`src/rtl/cache_hmem_arbiter.sv`:
```
// cache_hmem_arbiter
// Arbitrates one downstream higher-memory port between the I-cache (port 0)
// and the D-cache (port 1). A grant locks onto one requester for a whole
// cache line (WORDS_PER_LINE word transfers) or until that requester drops
// valid, then returns to IDLE for at least one cycle. Ties are broken
// round-robin against the last served port.
//
// Ports
//   clk, reset                 : clock, async active-high reset
//   pN_req_valid/store/address/store_word : requester N word request
//   pN_req_fulfilled           : transfer-complete pulse to requester N
//   req_loaded_word            : load data, broadcast to both requesters
//   mem_req_valid/store/address/store_word : downstream request
//   mem_req_fulfilled, mem_req_loaded_word : downstream completion / data
//   grant                      : one-hot owner (bit0 = port 0), 00 when idle
module cache_hmem_arbiter #(
  parameter int XLEN      = 32,
  parameter int LINE_SIZE = 32
) (
  input  logic            clk,
  input  logic            reset,
  input  logic            p0_req_valid,
  input  logic            p0_req_store,
  input  logic [XLEN-1:0] p0_req_address,
  input  logic [XLEN-1:0] p0_req_store_word,
  output logic            p0_req_fulfilled,
  input  logic            p1_req_valid,
  input  logic            p1_req_store,
  input  logic [XLEN-1:0] p1_req_address,
  input  logic [XLEN-1:0] p1_req_store_word,
  output logic            p1_req_fulfilled,
  output logic [XLEN-1:0] req_loaded_word,
  output logic            mem_req_valid,
  output logic            mem_req_store,
  output logic [XLEN-1:0] mem_req_address,
  output logic [XLEN-1:0] mem_req_store_word,
  input  logic            mem_req_fulfilled,
  input  logic [XLEN-1:0] mem_req_loaded_word,
  output logic [1:0]      grant
);

  localparam int WORDS_PER_LINE = LINE_SIZE / 4;
  localparam int CW             = (WORDS_PER_LINE > 1) ? $clog2(WORDS_PER_LINE) : 1;
  localparam logic [CW-1:0] LAST_BEAT = CW'(WORDS_PER_LINE - 1);

  generate
    if (XLEN != 32) begin : g_bad_xlen
      $error("cache_hmem_arbiter: only XLEN=32 is supported");
    end
    if ((LINE_SIZE % 4) != 0 || LINE_SIZE < 4) begin : g_bad_line
      $error("cache_hmem_arbiter: LINE_SIZE must be a positive multiple of 4");
    end
  endgenerate

  typedef enum logic [1:0] {IDLE, OWN0, OWN1} state_t;

  typedef struct packed {
    logic            valid;
    logic            store;
    logic [XLEN-1:0] address;
    logic [XLEN-1:0] store_word;
  } req_t;

  req_t [1:0] req;
  assign req[0] = '{p0_req_valid, p0_req_store, p0_req_address, p0_req_store_word};
  assign req[1] = '{p1_req_valid, p1_req_store, p1_req_address, p1_req_store_word};

  state_t        state, state_next;
  logic [CW-1:0] beat, beat_next;
  logic          last_served, last_next;  // 1 = port 1 was served last
  logic          own;                     // index of the owning port in OWNn

  assign own             = (state == OWN1);
  assign req_loaded_word = mem_req_loaded_word;

  // State register
  always_ff @(posedge clk or posedge reset) begin
    if (reset) begin
      state       <= IDLE;
      beat        <= '0;
      last_served <= 1'b1;
    end else begin
      state       <= state_next;
      beat        <= beat_next;
      last_served <= last_next;
    end
  end

  // Next-state: IDLE only looks at registered state, so the grant (and hence
  // mem_req_valid) always lags requester valid by one cycle.
  always_comb begin
    state_next = state;
    beat_next  = beat;
    last_next  = last_served;
    unique case (state)
      IDLE: begin
        beat_next = '0;
        if (p0_req_valid && p1_req_valid) state_next = last_served ? OWN0 : OWN1;
        else if (p0_req_valid)            state_next = OWN0;
        else if (p1_req_valid)            state_next = OWN1;
      end
      OWN0, OWN1: begin
        if (!req[own].valid || (mem_req_fulfilled && beat == LAST_BEAT)) begin
          // abort or line complete: release, wrap counter, remember owner
          state_next = IDLE;
          beat_next  = '0;
          last_next  = own;
        end else if (mem_req_fulfilled) begin
          beat_next = beat + CW'(1);
        end
      end
      default: begin
        state_next = IDLE;
        beat_next  = '0;
      end
    endcase
  end

  // Outputs: owner's request passed straight through, completion routed back
  always_comb begin
    grant              = 2'b00;
    mem_req_valid      = 1'b0;
    mem_req_store      = 1'b0;
    mem_req_address    = '0;
    mem_req_store_word = '0;
    p0_req_fulfilled   = 1'b0;
    p1_req_fulfilled   = 1'b0;
    if (state == OWN0 || state == OWN1) begin
      grant[own]         = 1'b1;
      mem_req_valid      = req[own].valid;
      mem_req_store      = req[own].store;
      mem_req_address    = req[own].address;
      mem_req_store_word = req[own].store_word;
      p0_req_fulfilled   = mem_req_fulfilled & ~own;
      p1_req_fulfilled   = mem_req_fulfilled &  own;
    end
  end

endmodule

```
`config.mk`:
```
export PLATFORM = sky130hd
export DESIGN_NAME = cache_hmem_arbiter
export DESIGN_NICKNAME = d
export VERILOG_FILES = /design/src/rtl/cache_hmem_arbiter.sv
export SDC_FILE = /design/constraint.sdc
export NUM_CORES = 1
export LEC_CHECK = 0
export BUFFER_PORTS_ARGS = -buffer_cell sky130_fd_sc_hd__buf_4
export CAP_MARGIN = 40
export CORE_AREA = 4 4 104 106
export DETAILED_ROUTE_END_ITERATION = 6
export DIE_AREA = 0 0 108 110
export PLACE_DENSITY = 0.57
export SKIP_LAST_GASP = 1
export SLEW_MARGIN = 5
export SYNTH_ARGS = -nofsm -noshare
export SYNTH_HDL_FRONTEND = slang
export SYNTH_SLANG_ARGS = --single-unit
```
`constraint.sdc`:
```
create_clock -name clk -period 2 [get_ports clk]
set_input_delay 0.4 -clock clk [delete_from_list [all_inputs] [get_ports clk]]
set_output_delay 0.4 -clock clk [all_outputs]
set_load 0.02 [all_outputs]
```
# --- Word-level counts from Yosys, hierarchy flattened ---
# Cells that the tools add are included.
totals:
  reg_bits: 6
  inputBits: 167
  output_inout_bits: 102
  word_cells: 45
classes:
  addsub: 1
  magnitude_cmp: 2
  n_eq_ne: 6
  n_mux: 20
  bitwise_logic: 3
  n_reduce_logical: 10
ops:
  columns: ["cell", "n"]
  rows:
  - ["two-way mux 66 bit", 2]
  - ["two-way mux 32 bit", 2]
  - ["two-way mux 2 bit", 6]
  - ["two-way mux 3 bit", 3]
  - ["two-way mux 1 bit", 5]
  - ["!= test 4 bit (second input constant)", 1]
  - ["one-hot mux 2 bit (2 select lines)", 1]
  - ["AND reduction 2 bit", 2]
  - ["adder 3 x 1 -> 3 bit (second input constant)", 1]
  - ["== test 3 bit (second input constant)", 1]
  - ["logical AND 1 bit", 3]
  - ["!= test 3 bit (second input constant)", 1]
  - ["AND 1 bit", 2]
  - ["== test 2 x 1 -> 1 bit (second input constant)", 1]
  - ["== test 2 bit (second input constant)", 1]
  - ["zero test 2 bit", 1]
  - ["logical OR 1 bit", 2]
  - ["< comparator 1 x 2 -> 1 bit (second input constant)", 1]
  - ["!= test 2 bit (second input constant)", 1]
  - ["OR reduction 2 bit", 1]
  - ["demux 1 bit (select 1 bit)", 1]
  - [">= comparator 1 bit (second input constant)", 1]
  - ["zero test 1 bit", 1]
  - ["inverter 1 bit", 1]

# --- Logic depth before layout (Yosys ltp) ---
logic_depth:
  word_depth: 7
  ltp_mapped: 7
  mapped_depth_nobuf: 5

# --- Worst setup path before layout ---
# OpenSTA, ideal clock, no wires.
synth_timing:
  path_kind: "reg2out"
  start: "reg state[0]"
  end: "out mem_req_store_word[14]"
  arrival_time_ps: 1482
  required_time_ps: 1600
  slack_ps: 118
  path_stages_with_launch: 8
  path_buffers: 3
  cell_sequence: "dfrtp_1 > inv_1 > ha_1 > buf_6 > buf_6 > buf_6 > mux2i_1 > nor2b_1"
synth_via:
  elab_chain_cells: 4
  word_cells_on_any_way: 6
  cone_classes: "eq/ne (2); mux (3); reduce/logical (1)"
synth_lines:
  columns: ["item", "line", "rtl"]
  rows:
  - ["from (decl)", "68", "state_t state, state_next;"]
  - ["from (signal assigned)", "83", "state <= state_next;"]
  - ["== test 2 bit *", "73", "assign own = (state == OWN1);"]
  - ["named net own", "71", "logic own;"]
  - ["two-way mux 66 bit (not written as such) (2 in series)", "133", "mem_req_store_word = req[own].store_word;"]
  - ["two-way mux 32 bit *", "128", "if (state == OWN0 || state == OWN1) begin"]
  - ["to (decl)", "36", "output logic [XLEN-1:0] mem_req_store_word,"]
# The timed path passes the listed nets; every way through them passes the cells marked *. The select of a mux whose other input is x is not followed.

# --- Final worst setup path ---
layout_timing:
  start: "reg state[0]"
  end: "out p0_req_fulfilled"
layout_via:
  elab_chain_cells: 4
  word_cells_on_any_way: 6
  cone_classes: "eq/ne (2); mux (1); bitwise (2); reduce/logical (1)"
layout_lines:
  columns: ["item", "line", "rtl"]
  rows:
  - ["== test 2 bit", "73, 128", null]
  - ["inverter 1 bit", "134", "p0_req_fulfilled = mem_req_fulfilled & ~own;"]
  - ["AND 1 bit", "134", null]
  - ["two-way mux 1 bit *", "128", null]
  - ["to (decl)", "26", "output logic p0_req_fulfilled,"]
# Mark *: on every way between the ends. The rest lies on a longest branch, timed or not.

==> flow_summary.json <==
{
  "design.final.nets": 573,
  "switching_share": 0.4668,
  "area_growth_pct": 93.53,
  "num_vias": 2183,
  "timing.hold.ws_ns": 0.1061,
  "ys_seq_elements": 6,
  "grt-ovfl-total": 0,
  "cts_htree_levels": 1,
  "endpoint_kind": "output pin",
  "die_h_um": 110,
  "layout_commonest_cell": "buf_4",
  "layout.cells.most_common_list": "209 x buf_4, 65 x mux2i_1, 61 x nor2b_1",
  "timing.final.crit_share": 1.004,
  "report.final.hold_viol_count": 0,
  "num_io_pins": 269,
  "core.rowCount": 36,
  "via_per_inst": 4.103,
  "detail_route.drc_violations": 0,
  "cts_tree": "done",
  "setup_slack_after_layout_ns": -0.007026,
  "slew_viol_final": 0,
  "worst_setup_path_start_kind": "flop",
  "final_core_util": 0.3674,
  "dpl.hpwl_um": 6208,
  "wire_length_of_the_first_global_routing_pass_um": 10620,
  "synth_cell_type_count": 24,
  "combPwrFrac": 0.928,
  "status": "finished with violations",
  "synth_fp_nets": 394,
  "report.final.setup_viol": 3,
  "detail_route.wirelength_um": 8202,
  "diodes": 0,
  "die_w_um": 108,
  "critical_path_peak_fanout": 14,
  "power-per-cell-area_nw_per_um2": 1500,
  "finalClockSkew_ns": 0.001821,
  "cts_buffers": 3,
  "final_layout_size_suffix_gt1_frac": 0.6040,
  "launch_instance_of_the_worst_register_to_register_path": "state[0]",
  "max_freq_mhz": 498.3,
  "gp_congestion": 0.6936,
  "failed_checks": "setup timing",
  "seq_pwr_share": 0.037,
  "filler_cell_count": 997,
  "cellInternalPower_mw": 2.871,
  "post_synth.cell_area_avg_sq_um": 8.396,
  "tightestPinTransition_ns": 0.2511,
  "netSwitchingPower_mw": 2.514,
  "relSlewSlack": 0.8324,
  "clk_transition_reported_paths_ns": 0.04,
  "hp-class": "primary input to asynchronous set/reset pin",
  "gr-usage-all-layers": 0.1103,
  "finalCriticalPeriod_ns": 2.007,
  "max_cap_violations": 0,
  "peakVddDrop_v": 0.0007554,
  "fp.coreArea_sq_um": 9774,
  "numPlacedInstances": 515,
  "area_of_all_sequential_standard_cells_sq_um": 152.6,
  "first_global_vias": 2100,
  "worst_skew_pair.late_latency_ns": 0.22,
  "share_clk_of_total_power": 0.035,
  "synthFlopType": "dfrtp_1",
  "synth-edff-count": 0,
  "multi_input_gate_area_in_the_final_layout_sq_um": 1393,
  "antenna_found_initial": 0,
  "largest_net_degree_at_the_start_of_global_routing": 38,
  "detailedRoute.firstIterationViolations": 62,
  "numClockSinks": 6,
  "grt_setup_unrepaired": "yes",
  "cts-root-to-sink-buffers": 2,
  "worst_setup_path_startpoint": "state[0]",
  "crit_arrival_ns": 1.61,
  "wl_per_cell_um": 15.42,
  "postRouteAntennaNets": 0,
  "fin_cells": 532,
  "clock-root-buffer": "clkbuf_8",
  "setup.worst_path.class": "flop to output pin",
  "setup_total_negative_slack_ns": -0.01397,
  "cp.required_ns": 1.60,
  "io_buffer_count": 204,
  "asyncSetResetFlopFracSynth": 1.000,
  "leakage_nw": 1.806,
  "synthCells": 221,
  "yosysWarnings": 0,
  "syn_area_sq_um": 1856,
  "hold_buffers": 0,
  "start_util": 0.1898,
  "drt_pass1_iterations": 4,
  "synth.yosys.seq_area_share": 0.08159,
  "die_area_sq_um": 11880
}
## routing by layer
| layer | vias to the layer above | global-route usage | part of all wire |
|---|---|---|---|
| met5 | - | 0 | 0 |
| met4 | 0 | 0.008115 | 0.0038 |
| met3 | 6 | 0.03960 | 0.12 |
| met2 | 119 | 0.2300 | 0.56 |
| met1 | 994 | 0.1066 | 0.32 |
| li1 | 1064 | - | - |
## cell usage after synthesis (all sizes together) (3+ instances only)
master | number | area share
nor2b | 66 | 0.22
nand2 | 4 | 0.0081
buf | 42 | 0.18
nor2 | 3 | 0.0061
clkbuf | 7 | 0.014
nand3b | 3 | 0.019
inv | 3 | 0.0061
dfrtp | 5 | 0.067
mux2i | 68 | 0.37
ha | 6 | 0.040
## through the flow
step | total power [mW] | instance area [sq um] | setup slack, ns
floorplan | 2.994 | 1856 | 0.1181
CTS | 5.178 | 3480 | -0.02410
global placement | 4.570 | 3309 | 0.1484
finish | 5.385 | 3591 | -0.007026
detailed placement | 4.603 | 3309 | 0.06927
global route | 5.716 | 3591 | -0.07520
## worst paths after layout
kind / endpoint / slack [ns] / cells after the start
max in group asynchronous: last_served / 1.63 / 2
hold / removal: beat[0] / 0.11 / 2
hold reg to reg: last_served / 0.53 / 1
setup / recovery: p0_req_fulfilled / -0.007 / 6
min in group clk: state[1] / 0.50 / 2
setup reg to reg: state[1] / 0.28 / 7
## kinds of logic (layout without fill, tap and decap cells)
kind of cell,Yosys count,in the layout,share of synthesized area
AOI/OAI and AO/OA,8,8,0.03708
DFF,6,6,0.08159
muxes,68,68,0.3688
and+or+nand+nor,80,80,0.2704
buffers and inverters,52,230,0.1969
adders and majority gates,6,6,0.04046
xor gates and xnor gates,1,1,0.004721
## power groups by stage
| stage | combinational (mW) | sequential [mW] | clock (mW) |
|---|---|---|---|
| after floorplan | 2.80 | 0.191 | 0 |
| after global placement | 4.37 | 0.197 | 0 |
| after detailed placement | 4.40 | 0.198 | 0 |
| after CTS | 4.79 | 0.197 | 0.194 |
| after global routing | 5.31 | 0.203 | 0.198 |
| final | 5.00 | 0.198 | 0.187 |
## sequential cells by signal, summed over array words and instances, names as in the netlist
register	cells
state	2
last_served	1
beat	3
## worst max-delay path, cell delays in order, from the launching register on
cell	delay (ns)
dfrtp_1	0.35
inv_2	0.07
buf_4	0.14
ha_4	0.35
clkbuf_16	0.18
and3b_1	0.16
buf_4	0.14
## layout make-up
class                      count  area share
clock buffer                   4     0.01254
inverter                       3    0.003136
multi-input combinational    163      0.3878
sequential                     6     0.04251
tap                          133     0.04634
timing repair buffer         223      0.5077
## what timing repair did
action                                  4_1_cts  5_1_grt
setup buffers                                 5        4
resized for setup                             6       11
endpoints found under the setup margin       67       66
pin swaps                                     2        1
gates cloned                                  2        3
(Power assumes the default switching activity.)
